<file path="src/rtl/adder_64_bist_if.sv">
// Operand/result bus between the adder BIST controller (master) and adder_64 (slave).
// Pure wiring: no latency and no flow control on this bus.
interface adder_64_bist_if;
  logic [63:0] a_out;
  logic [63:0] b_out;
  logic        cin_out;
  logic [63:0] sum_in;
  logic        cout_in;

  modport master (output a_out, b_out, cin_out, input sum_in, cout_in);
  modport slave  (input a_out, b_out, cin_out, output sum_in, cout_in);
endinterface

</file>
<file path="src/rtl/adder_64_bist.sv">
// Self-test for a registered 64-bit adder: 4 corner vectors, then LFSR vectors, each checked LATENCY+1 edges after issue.
// Runs NUM_VEC+LATENCY cycles per start; no backpressure, start is ignored while busy.
module adder_64_bist #(
  parameter int          NUM_VEC = 256,
  parameter int          LATENCY = 1,
  parameter logic [63:0] SEED_A  = 64'h0123_4567_89AB_CDEF,
  parameter logic [63:0] SEED_B  = 64'hFEDC_BA98_7654_3210
) (
  input  logic                   clk,
  input  logic                   rst_n,
  input  logic                   start,
  adder_64_bist_if.master        adder,
  output logic                   busy,
  output logic                   done,
  output logic                   pass,
  output logic [15:0]            err_count,
  output logic [15:0]            fail_index
);

  localparam logic [63:0] LFSR_MASK  = 64'hD800_0000_0000_0000;
  localparam logic [63:0] SEED_A_EFF = (SEED_A == 64'd0) ? 64'd1 : SEED_A;
  localparam logic [63:0] SEED_B_EFF = (SEED_B == 64'd0) ? 64'd1 : SEED_B;
  localparam logic [15:0] LAST_IDX   = 16'(NUM_VEC - 1);

  typedef enum logic [1:0] {IDLE, RUN, DRAIN, DONE} state_t;

  typedef struct packed {
    logic        vld;
    logic [15:0] idx;
    logic [64:0] exp_sum;
  } dl_t;

  localparam dl_t DL_EMPTY = '0;

  state_t               state_q, state_d;
  logic [15:0]          idx_q, idx_d;
  logic [63:0]          lfsr_a_q, lfsr_a_d;
  logic [63:0]          lfsr_b_q, lfsr_b_d;
  logic [63:0]          a_q, a_d;
  logic [63:0]          b_q, b_d;
  logic                 cin_q, cin_d;
  logic                 busy_q, busy_d;
  logic                 done_q, done_d;
  logic                 pass_q, pass_d;
  logic [15:0]          err_q, err_d;
  logic [15:0]          fail_q, fail_d;
  dl_t  [LATENCY:0]     dl_q, dl_d;
  logic                 issue;
  logic [15:0]          nidx;
  logic                 mismatch;

  // Right-shifting Galois form: the shifted-out bit feeds back into the tap positions.
  function automatic logic [63:0] lfsr_step(input logic [63:0] s);
    return s[0] ? ((s >> 1) ^ LFSR_MASK) : (s >> 1);
  endfunction

  always_comb begin
    state_d  = state_q;
    idx_d    = idx_q;
    lfsr_a_d = lfsr_a_q;
    lfsr_b_d = lfsr_b_q;
    a_d      = '0;
    b_d      = '0;
    cin_d    = 1'b0;
    busy_d   = busy_q;
    done_d   = done_q;
    pass_d   = pass_q;
    err_d    = err_q;
    fail_d   = fail_q;
    issue    = 1'b0;
    nidx     = '0;
    dl_d     = {dl_q[LATENCY-1:0], DL_EMPTY};

    mismatch = dl_q[LATENCY].vld && ({adder.cout_in, adder.sum_in} != dl_q[LATENCY].exp_sum);
    if (mismatch) begin
      if (err_q != 16'hFFFF) err_d = err_q + 16'd1;
      if (err_q == 16'd0)    fail_d = dl_q[LATENCY].idx;
    end

    unique case (state_q)
      IDLE, DONE: begin
        if (start) begin
          state_d  = RUN;
          issue    = 1'b1;
          nidx     = 16'd0;
          lfsr_a_d = SEED_A_EFF;
          lfsr_b_d = SEED_B_EFF;
          err_d    = '0;
          fail_d   = '0;
          pass_d   = 1'b0;
          done_d   = 1'b0;
          busy_d   = 1'b1;
        end
      end
      RUN: begin
        if (idx_q == LAST_IDX) begin
          state_d = DRAIN;
        end else begin
          issue = 1'b1;
          nidx  = idx_q + 16'd1;
        end
      end
      DRAIN: begin
        if (dl_q[LATENCY].vld && dl_q[LATENCY].idx == LAST_IDX) begin
          state_d = DONE;
          busy_d  = 1'b0;
          done_d  = 1'b1;
          pass_d  = (err_d == 16'd0);
        end
      end
      default: state_d = IDLE;
    endcase

    // The expected sum is pushed on the edge that presents the vector, hence LATENCY+1 stages.
    if (issue) begin
      idx_d = nidx;
      unique case (nidx)
        16'd0: begin
          a_d = '0;
          b_d = '0;
        end
        16'd1: begin
          a_d = '1;
        end
        16'd2: begin
          a_d   = '1;
          cin_d = 1'b1;
        end
        16'd3: begin
          a_d   = 64'hAAAA_AAAA_AAAA_AAAA;
          b_d   = 64'h5555_5555_5555_5555;
          cin_d = 1'b1;
        end
        default: begin
          a_d      = lfsr_a_q;
          b_d      = lfsr_b_q;
          cin_d    = lfsr_a_q[0] ^ lfsr_b_q[0];
          lfsr_a_d = lfsr_step(lfsr_a_q);
          lfsr_b_d = lfsr_step(lfsr_b_q);
        end
      endcase
      dl_d[0].vld     = 1'b1;
      dl_d[0].idx     = nidx;
      dl_d[0].exp_sum = {1'b0, a_d} + {1'b0, b_d} + 65'(cin_d);
    end
  end

  always_ff @(posedge clk or negedge rst_n) begin
    if (!rst_n) begin
      state_q  <= IDLE;
      idx_q    <= '0;
      lfsr_a_q <= SEED_A_EFF;
      lfsr_b_q <= SEED_B_EFF;
      a_q      <= '0;
      b_q      <= '0;
      cin_q    <= 1'b0;
      busy_q   <= 1'b0;
      done_q   <= 1'b0;
      pass_q   <= 1'b0;
      err_q    <= '0;
      fail_q   <= '0;
      dl_q     <= '0;
    end else begin
      state_q  <= state_d;
      idx_q    <= idx_d;
      lfsr_a_q <= lfsr_a_d;
      lfsr_b_q <= lfsr_b_d;
      a_q      <= a_d;
      b_q      <= b_d;
      cin_q    <= cin_d;
      busy_q   <= busy_d;
      done_q   <= done_d;
      pass_q   <= pass_d;
      err_q    <= err_d;
      fail_q   <= fail_d;
      dl_q     <= dl_d;
    end
  end

  assign adder.a_out   = a_q;
  assign adder.b_out   = b_q;
  assign adder.cin_out = cin_q;
  assign busy          = busy_q;
  assign done          = done_q;
  assign pass          = pass_q;
  assign err_count     = err_q;
  assign fail_index    = fail_q;

endmodule

</file>
<file path="src/flat_wrapper.sv">
// flat-port wrapper written by rule: the top's interface ports become plain ports
module adder_64_bist_flat 
#(
  parameter int          NUM_VEC = 256,
  parameter int          LATENCY = 1,
  parameter logic [63:0] SEED_A  = 64'h0123_4567_89AB_CDEF,
  parameter logic [63:0] SEED_B  = 64'hFEDC_BA98_7654_3210
)
  (clk, rst_n, start, busy, done, pass, err_count, fail_index, adder_a_out, adder_b_out, adder_cin_out, adder_sum_in, adder_cout_in);
  adder_64_bist_if adder_i ();
  input  logic clk;
  input  logic rst_n;
  input  logic start;
  output logic busy;
  output logic done;
  output logic pass;
  output logic [15:0] err_count;
  output logic [15:0] fail_index;
  output wire logic [$bits(adder_i.a_out)-1:0] adder_a_out;
  output wire logic [$bits(adder_i.b_out)-1:0] adder_b_out;
  output wire logic [$bits(adder_i.cin_out)-1:0] adder_cin_out;
  input wire logic [$bits(adder_i.sum_in)-1:0] adder_sum_in;
  input wire logic [$bits(adder_i.cout_in)-1:0] adder_cout_in;
  assign adder_a_out = adder_i.a_out;
  assign adder_b_out = adder_i.b_out;
  assign adder_cin_out = adder_i.cin_out;
  assign adder_i.sum_in = adder_sum_in;
  assign adder_i.cout_in = adder_cout_in;
  adder_64_bist #(.NUM_VEC(NUM_VEC), .LATENCY(LATENCY), .SEED_A(SEED_A), .SEED_B(SEED_B)) u_core (.clk(clk), .rst_n(rst_n), .start(start), .adder(adder_i), .busy(busy), .done(done), .pass(pass), .err_count(err_count), .fail_index(fail_index));
endmodule
</file>
<file path="config.mk">
export PLATFORM = sky130hd
export DESIGN_NAME = adder_64_bist_flat
export DESIGN_NICKNAME = d
export VERILOG_FILES = /design/src/rtl/adder_64_bist_if.sv /design/src/rtl/adder_64_bist.sv /design/src/flat_wrapper.sv
export SDC_FILE = /design/constraint.sdc
export NUM_CORES = 1
export LEC_CHECK = 0
export CORE_AREA = 10 10 210 212
export DETAILED_ROUTE_END_ITERATION = 8
export DIE_AREA = 0 0 220 222
export GPL_TIMING_DRIVEN = 0
export PLACE_DENSITY_LB_ADDON = 0.1
export SLEW_MARGIN = 20
export SYNTH_ARGS = -nofsm -noshare
export SYNTH_HDL_FRONTEND = slang
export SYNTH_SLANG_ARGS = --single-unit
export TNS_END_PERCENT = 30
</file>
<file path="constraint.sdc">
create_clock -name clk -period 5.5 [get_ports clk]
set_clock_uncertainty 0.2 [all_clocks]
set_input_delay 1.1 -clock clk [delete_from_list [all_inputs] [get_ports clk]]
set_output_delay 1.1 -clock clk [all_outputs]
set_load 0.1 [all_outputs]
</file>
==> parameters.txt, run 1 <==
Parameter                              Value

Timing
  Minimum clock period after layout    5.58 ns
  Setup TNS after final layout    -0.323 ns
  Pins over their slew limit    0
  Endpoints failing setup    8
  Actual transition at the worst max-transition pin    1.04 ns
  Number of hold violations in the final report    0
  Max Freq    0.179 GHz
  Worst-case headroom to the max-slew limit    0.305
  Setup slack after layout    -0.0792 ns
  Fin Hold WS    about 0.14 ns
  Period utilization    1.01
  Unrepaired setup endpoints after global routing    yes

Clock network
  Root cell of the clock tree    sky130_fd_sc_hd__clkbuf_16
  Clk_lat worst skew    ~0.6 ns
  Number of levels the H-tree was split into    2
  CTS tree    done
  Hold buffer count at CTS    0
  Clock Path Buffers    3
  Number of sinks driven by the clock tree    ~470
  Number of buffers added by the clock tree synthesis step    48
  Reg clk slew, reported paths    ~0.06 ns

Final layout
  Proportion of layout cells with a drive suffix above 1    0.174
  Number of fill cells in the layout    about 2800
  Diode insertion count for antenna repair    0
  Post-route standard cell area excluding fillers    28800 µm²
  # nets final    roughly 2700
  Utilization of the core after routing    0.727
  Area grow syn2layout    28.7%
  Post-layout instance count excluding filler cells    roughly 3100

Die
  Chip width    about 220 µm
  Area of the die    48800 µm²
  Area of the core    around 40000 µm²
  Cell row count    73
  Effective utilization at floorplan    0.565
  Die outline height    between 200 and 250 µm
  # IOs    roughly 230

Synth
  Avg Inst Size Synth    between 9 and 10 µm²
  Post-synthesis register bit count    ~470
  Share of synthesized area occupied by flip-flops and latches    0.533
  Post-synth ARST share    1.00
  Synthesized netlist net count    2395
  Number of synthesized flops with an enable pin    0
  Top cells by area in the synthesized netlist    sky130_fd_sc_hd__dfrtp_1 46%, sky130_fd_sc_hd__dfstp_2 7.5%, sky130_fd_sc_hd__nor2_1 5.7%, sky130_fd_sc_hd__nand2_1 4.5%, sky130_fd_sc_hd__ha_1 3.9%
  Post-Syn Instances    roughly 2300
  Area share of the largest cell type after synthesis    0.458
  Biggest area consumer among synthesized cells    sky130_fd_sc_hd__dfrtp_1
  Post-synth top cells    410 x sky130_fd_sc_hd__dfrtp_1, 338 x sky130_fd_sc_hd__nor2_1, 269 x sky130_fd_sc_hd__nand2_1
  Number of warning messages in the yosys log    0
  Post-synthesis instance area    about 22000 µm²
  Distinct cells, synth    74
  Most repeated cell in the gate-level netlist after synthesis    sky130_fd_sc_hd__dfrtp_1
  Flip-flop cell with the highest count after synthesis    sky130_fd_sc_hd__dfrtp_1

Routing
  DRC violations left    0
  Wire length on met1    around 31 mm
  Routed wire length on met2    approximately 33 mm
  Total via count after detailed routing    between 15000 and 20000
  Routed wl met3    ~6 mm
  Max layer used    met4
  Total wire length after detailed routing    approximately 72 mm
  Via-per-instance ratio    roughly 5.9
  DRC marker count from the first detailed-route iteration    between 2000 and 2500
  Wire length per cell    between 20 and 25 µm
  Pre-antenna DRT Iters    6
  Antenna Nets Post-Route    0

Min path
  Min-delay worst type    flip-flop to flip-flop
  Worst hold endpoint    u_core.dl_q[162]$_DFF_PN0_
  Launch instance of the worst min-delay path    u_core.dl_d[162]$_DFF_PN0_
  Hold Path Depth    0

Power
  Total chip power    roughly 16 mW
  Net switching power figure    between 7 and 8 mW
  Switching share of power    0.452
  Clk pwr share    0.218
  Leakage power    ~14 nW
  Combinational power share    0.478
  Total power divided by cell area    between 500 and 600 nW/µm²
  Sequential power share    0.304
  Peak supply drop    ~0.48 mV
  Power Internal    9.03 mW

Run status
  Violations in the final reports    setup timing
  Status    finished, violations left

Setup path
  Worst-case reg-to-reg path depth    26
  Crit path arrival time    about 6 ns
  Kind of critical path    flip-flop to flip-flop
  Worst setup EP type    flip-flop
  Worst r2r src    u_core.idx_q[0]$_DFFE_PN0P_
  CP Launch Point    u_core.idx_q[0]$_DFFE_PN0P_
  Maximum fanout along the worst path    10
  Category of the worst setup path launch point    flip-flop
  Reg2Reg Capture Point    u_core.dl_d[140]$_DFF_PN0_
  R2R setup slack    -0.08 ns
  Required time of the critical path    between 5 and 6 ns

Placement
  Placed standard-cell area    25500 µm²
  Number of cells in the design after placement    between 3000 and 4000
  Setup WS pre-CTS    -1.10 ns
  Port Buffers    231
  Detailed placer's ending HPWL    ~53 mm
  Final weighted congestion in routability-driven placement    1.01

Global route
  Total track usage    0.287
  Antenna violations before repair    2
  Aggregate global routing overflow    0
  Number of global-route vias before repair    approximately 18000
  First-pass GRT wire length    108 mm
  Pin count of the biggest net entering global routing    roughly 110

Job
  Total of max-cap violations    0
==> what timing repair did <==
| action | 4_1_cts | 5_1_grt |
|---|---|---|
| gates cloned | 0 | 4 |
| endpoints found under the hold margin | 0 | 0 |
| pin swaps | 39 | 61 |
| gates resized for setup | 135 | 154 |
| buffers inserted | 20 | 23 |
| setup endpoints to repair | 41 | 34 |
==> sequential cells by signal (all words and copies together), names as in the netlist, 64 cells and up <==
register	count
u_core.lfsr_a_q	64
u_core.lfsr_b_q	64
u_core.dl_d	82
u_core.dl_q	82
u_core.adder.b_out	64
u_core.adder.a_out	64
==> cell families (layout without fill, tap and decap cells) <==
kind of cell	count (synthesis)	in the layout	synth area share
buffers and inverters	162	520	0.0345
adders and majority gates	71	71	0.0403
DFF	474	474	0.533
AOI/OAI and AO/OA	456	456	0.135
muxes	27	27	0.0121
xor gates and xnor gates	156	156	0.0610
and+or+nand+nor	910	910	0.184
==> layout make-up <==
| type | instances | area, µm² | share of cell area |
|---|---|---|---|
| timing repair buffer | 282 | 2870 | 0.0995 |
| inverter | 29 | 109 | 0.00378 |
| clock buffer | 60 | 1320 | 0.0457 |
| sequential | 474 | 11900 | 0.414 |
| tap | 525 | 657 | 0.0228 |
| multi-input combinational | 1620 | 10700 | 0.372 |
| buffer | 121 | 771 | 0.0267 |
| clock inverter | 28 | 438 | 0.0152 |
==> per-layer routing <==
metal / GRT usage / up-vias
li1: - / 8299
met1: 0.408 / 8992
met2: 0.442 / 998
met3: 0.0461 / 146
met4: 0.0872 / 0
met5: 0 / -
==> power by group through the flow <==
| stage | sequential, mW | combinational [mW] | clock [mW] |
|---|---|---|---|
| 4_1_cts | 4.98 | 7.37 | 3.63 |
| 6_report | 5.01 | 7.88 | 3.60 |
| 3_3_place_gp | 5.03 | 6.98 | 0 |
| 2_1_floorplan | 6.57 | 3.19 | 0 |
| 3_5_place_dp | 5.03 | 7.01 | 0 |
| 5_1_grt | 5.09 | 8.30 | 3.78 |
==> layout by cell type (no fill, tap or decap), types with 19 or more instances in the layout <==
cell	Yosys	final
sky130_fd_sc_hd__a21o_1	93	93
sky130_fd_sc_hd__a21oi_1	89	65
sky130_fd_sc_hd__a21oi_2	3	19
sky130_fd_sc_hd__and2_1	40	34
sky130_fd_sc_hd__and3_1	51	51
sky130_fd_sc_hd__buf_2	49	25
sky130_fd_sc_hd__buf_4	7	54
sky130_fd_sc_hd__clkbuf_1	58	47
sky130_fd_sc_hd__clkbuf_16	0	53
sky130_fd_sc_hd__clkdlybuf4s50_1	0	230
sky130_fd_sc_hd__dfrtp_1	410	407
sky130_fd_sc_hd__dfstp_2	64	64
sky130_fd_sc_hd__ha_1	69	41
sky130_fd_sc_hd__inv_1	28	27
sky130_fd_sc_hd__mux2i_1	26	26
sky130_fd_sc_hd__nand2_1	269	259
sky130_fd_sc_hd__nand3_1	78	74
sky130_fd_sc_hd__nand4_1	42	42
sky130_fd_sc_hd__nor2_1	338	312
sky130_fd_sc_hd__nor2_2	1	22
sky130_fd_sc_hd__nor3_1	22	19
sky130_fd_sc_hd__o21a_1	67	65
sky130_fd_sc_hd__o21ai_0	102	84
sky130_fd_sc_hd__o21bai_1	30	29
sky130_fd_sc_hd__xnor2_1	95	93
sky130_fd_sc_hd__xor2_1	61	61
==> how the worst max path moves through the flow <==
stage          slack, ns                               end  cells after the start
3_3_place_gp      -16.39  u_core.adder.a_out[13]$_DFF_PN0_                      1
2_1_floorplan       0.49        u_core.dl_d[143]$_DFF_PN0_                     24
6_report           -0.08        u_core.dl_d[140]$_DFF_PN0_                     26
5_1_grt            -0.26        u_core.dl_d[140]$_DFF_PN0_                     27
3_5_place_dp       -1.10        u_core.dl_d[146]$_DFF_PN0_                     25
4_1_cts             0.02        u_core.dl_d[132]$_DFF_PN0_                     26
==> critical path: stages, from the launching register on <==
cell	delay [ns]
sky130_fd_sc_hd__dfrtp_1	0.41
sky130_fd_sc_hd__buf_6	0.13
sky130_fd_sc_hd__and3_1	0.16
sky130_fd_sc_hd__buf_4	0.15
sky130_fd_sc_hd__nand2b_1	0.09
sky130_fd_sc_hd__buf_6	0.15
sky130_fd_sc_hd__nor3_4	0.05
sky130_fd_sc_hd__xnor2_2	0.17
sky130_fd_sc_hd__nand3_2	0.10
sky130_fd_sc_hd__a211oi_2	0.29
sky130_fd_sc_hd__buf_4	0.17
sky130_fd_sc_hd__o2111a_2	0.35
sky130_fd_sc_hd__buf_8	0.20
sky130_fd_sc_hd__buf_4	0.20
sky130_fd_sc_hd__nor2_1	0.11
sky130_fd_sc_hd__nor2_1	0.23
sky130_fd_sc_hd__ha_2	0.27
sky130_fd_sc_hd__o21ai_0	0.12
sky130_fd_sc_hd__o211ai_1	0.23
sky130_fd_sc_hd__nand3_2	0.16
sky130_fd_sc_hd__a31oi_1	0.20
sky130_fd_sc_hd__o22ai_1	0.13
sky130_fd_sc_hd__a21oi_4	0.22
sky130_fd_sc_hd__a2111oi_4	0.10
sky130_fd_sc_hd__a211o_1	0.34
sky130_fd_sc_hd__or4_4	0.44
sky130_fd_sc_hd__nand3_4	0.10
(Power assumes the default switching activity.)
==> run 2, diff against run 1 <==
Settings changed: CORE_AREA 10 10 210 212 to 10 10 161 276, DIE_AREA 0 0 220 222 to 0 0 171 286.
==> parameters.txt, run 2 (synthesis results as in run 1) <==
Parameter                              Value

Final layout
  # nets final    2718 (was 2715)
  Register cell area after layout    11900 µm² (unchanged)
  Number of fill cells in the layout    2927 (was 2823)
  Proportion of layout cells with a drive suffix above 1    0.182 (was 0.174)
  Most common library cell in the layout ignoring fill and taps    sky130_fd_sc_hd__dfrtp_1 (unchanged)
  Area grow syn2layout    28.2% (was 28.7%)
  Footprint of the multi-input gates    10900 µm² (was 10700 µm²)
  Commonest cells after routing, fill and taps aside    407 x sky130_fd_sc_hd__dfrtp_1, 314 x sky130_fd_sc_hd__nor2_1, 259 x sky130_fd_sc_hd__nand2_1 (was 407 x sky130_fd_sc_hd__dfrtp_1, 312 x sky130_fd_sc_hd__nor2_1, 259 x sky130_fd_sc_hd__nand2_1)
  Post-route standard cell area excluding fillers    28700 µm² (was 28800 µm²)
  Diode insertion count for antenna repair    0 (unchanged)

Routing
  Via-per-instance ratio    5.99 (was 5.87)
  Wire length per cell    25.2 µm (was 23.0 µm)
  Total via count after detailed routing    18600 (was 18400)
  DRC violations left    0 (unchanged)
  DRC marker count from the first detailed-route iteration    1467 (was 2073)
  Total wire length after detailed routing    78.2 mm (was 72.3 mm)
  Pre-antenna DRT Iters    6 (unchanged)
  Antenna Nets Post-Route    0 (unchanged)

Power
  Peak supply drop    0.421 mV (was 0.478 mV)
  Leakage power    13.7 nW (was 13.8 nW)
  Total power divided by cell area    566 nW/µm² (was 572 nW/µm²)

Timing
  Number of hold violations in the final report    0 (unchanged)
  Endpoints failing setup    3 (was 8)
  Minimum clock period after layout    5.57 ns (was 5.58 ns)
  Setup TNS after final layout    -0.154 ns (was -0.323 ns)
  Period utilization    1.01 (about the same)
  Unrepaired setup endpoints after global routing    yes (unchanged)
  Max Freq    0.180 GHz (was 0.179 GHz)
  Pins over their slew limit    0 (unchanged)
  Actual transition at the worst max-transition pin    1.06 ns (was 1.04 ns)
  Setup slack after layout    -0.0660 ns (was -0.0792 ns)
  Worst-case headroom to the max-slew limit    0.289 (was 0.305)

Global route
  Pin count of the biggest net entering global routing    103 (was 106)
  Antenna violations before repair    3 (was 2)
  Total track usage    0.316 (was 0.287)
  Number of global-route vias before repair    19300 (was 18000)
  First-pass GRT wire length    117 mm (was 108 mm)
  Aggregate global routing overflow    0 (unchanged)

Die
  Effective utilization at floorplan    0.562 (was 0.565)
  # IOs    232 (unchanged)
  Die outline height    286 µm (was 222 µm)
  Chip width    171 µm (was 220 µm)
  Area of the core    39800 µm² (was 39600 µm²)
  Cell row count    97 (was 73)
  Area of the die    48900 µm² (was 48800 µm²)

Min path
  Hold Path Depth    0 (unchanged)
  Min-delay worst type    flip-flop to flip-flop (unchanged)

Placement
  Placed standard-cell area    25500 µm² (about the same)
  Final weighted congestion in routability-driven placement    0.970 (was 1.01)
  Port Buffers    231 (unchanged)
  Detailed placer's ending HPWL    59.8 mm (was 52.9 mm)

Run status
  Status    finished, violations left (unchanged)
  Violations in the final reports    setup timing (unchanged)

Setup path
  Category of the worst setup path launch point    flip-flop (unchanged)
  Crit path arrival time    5.82 ns (was 5.89 ns)
  Maximum fanout along the worst path    7 (was 10)
  Kind of critical path    flip-flop to flip-flop (unchanged)
  Worst setup EP type    flip-flop (unchanged)
  Required time of the critical path    5.76 ns (was 5.81 ns)
  Worst-case reg-to-reg path depth    27 (was 26)

Clock network
  Clk_lat worst skew    0.59 ns (was 0.60 ns)
  Number of sinks driven by the clock tree    474 (unchanged)
  Reg clk slew, reported paths    0.07 ns (was 0.06 ns)
  Number of levels the H-tree was split into    2 (unchanged)
  Root cell of the clock tree    sky130_fd_sc_hd__clkbuf_16 (unchanged)
  Clock Path Buffers    3 (unchanged)
  Number of buffers added by the clock tree synthesis step    42 (was 48)
  CTS tree    done (unchanged)

Job
  Total of max-cap violations    0 (unchanged)
-- run 2: metrics by stage --
stage	setup WS (ns)	cells	utilization	power (mW)	hold WS (ns)
after floorplan	0.489	2256	-	9.76	0.131
final	-0.0660	3106	0.721	16.2	0.145
after CTS	0.00610	3085	0.705	15.8	0.148
after global placement	-16.29	2982	0.636	12.1	0.132
after detailed placement	-1.71	2987	0.640	12.2	0.135
after global routing	-0.248	3106	0.721	16.9	0.151
-- run 2: final timing paths --
kind	from	end	slack [ns]
max in group asynchronous	rst_n	u_core.lfsr_a_q[23]$_DFF_PN1_	3.57
worst min-delay path	u_core.dl_d[145]$_DFF_PN0_	u_core.dl_q[145]$_DFF_PN0_	0.14
min in group asynchronous	rst_n	u_core.err_count[9]$_DFF_PN0_	0.24
worst max register to register	u_core.idx_q[0]$_DFFE_PN0P_	u_core.dl_d[146]$_DFF_PN0_	-0.07
worst min register to register	u_core.dl_d[145]$_DFF_PN0_	u_core.dl_q[145]$_DFF_PN0_	0.14
worst max-delay path	u_core.idx_q[0]$_DFFE_PN0P_	u_core.dl_d[146]$_DFF_PN0_	-0.07
-- run 2: what timing repair did --
item | CTS | global route
buffers inserted | 33 | 25
hold buffers | 0 | 0
pin swaps | 50 | 50
setup endpoints to repair | 48 | 41
gates resized for setup | 224 | 101
-- run 2: metal layers --
metal  up-vias  part of all wire  GRT usage
li1       8302                 -          -
met1      9217              0.34      0.327
met2       821              0.52      0.572
met3       260             0.062     0.0497
met4         2             0.077      0.212
met5         -           0.00014          0
-- run 2: critical path: stages (launching register included) --
cell and delay (ns):
sky130_fd_sc_hd__dfrtp_1 0.41, sky130_fd_sc_hd__buf_6 0.12, sky130_fd_sc_hd__and3_4 0.17, sky130_fd_sc_hd__buf_6 0.13, sky130_fd_sc_hd__nand2b_4 0.06, sky130_fd_sc_hd__buf_6 0.14
sky130_fd_sc_hd__nor3_4 0.14, sky130_fd_sc_hd__xnor2_2 0.16, sky130_fd_sc_hd__nand3_2 0.12, sky130_fd_sc_hd__a211oi_4 0.37, sky130_fd_sc_hd__o2111a_2 0.34, sky130_fd_sc_hd__buf_8 0.15
sky130_fd_sc_hd__nor2_1 0.06, sky130_fd_sc_hd__nor2_2 0.15, sky130_fd_sc_hd__fa_2 0.26, sky130_fd_sc_hd__inv_2 0.05, sky130_fd_sc_hd__fa_2 0.36, sky130_fd_sc_hd__nor2b_2 0.14
sky130_fd_sc_hd__o211ai_1 0.13, sky130_fd_sc_hd__nand3b_1 0.17, sky130_fd_sc_hd__a21oi_2 0.11, sky130_fd_sc_hd__o21a_2 0.16, sky130_fd_sc_hd__buf_12 0.13, sky130_fd_sc_hd__o21ai_4 0.24
sky130_fd_sc_hd__a31oi_4 0.19, sky130_fd_sc_hd__o311ai_4 0.37, sky130_fd_sc_hd__nand2_2 0.14, sky130_fd_sc_hd__o21ai_4 0.28
-- run 2: where the power goes --
group | total (mW) | leakage (nW) | switching (mW) | internal (mW)
logic | 7.98 | 6.67 | 5.55 | 2.43
registers | 5.07 | 6.33 | 0.609 | 4.46
clock network | 3.18 | 0.716 | 1.35 | 1.83
-- run 2: cell type report --
class / count / share of cell area
buffer: 119 / 0.0259
clock buffer: 54 / 0.0403
clock inverter: 22 / 0.0111
inverter: 29 / 0.00379
multi-input combinational: 1620 / 0.380
sequential: 474 / 0.416
tap: 495 / 0.0216
timing repair buffer: 293 / 0.101
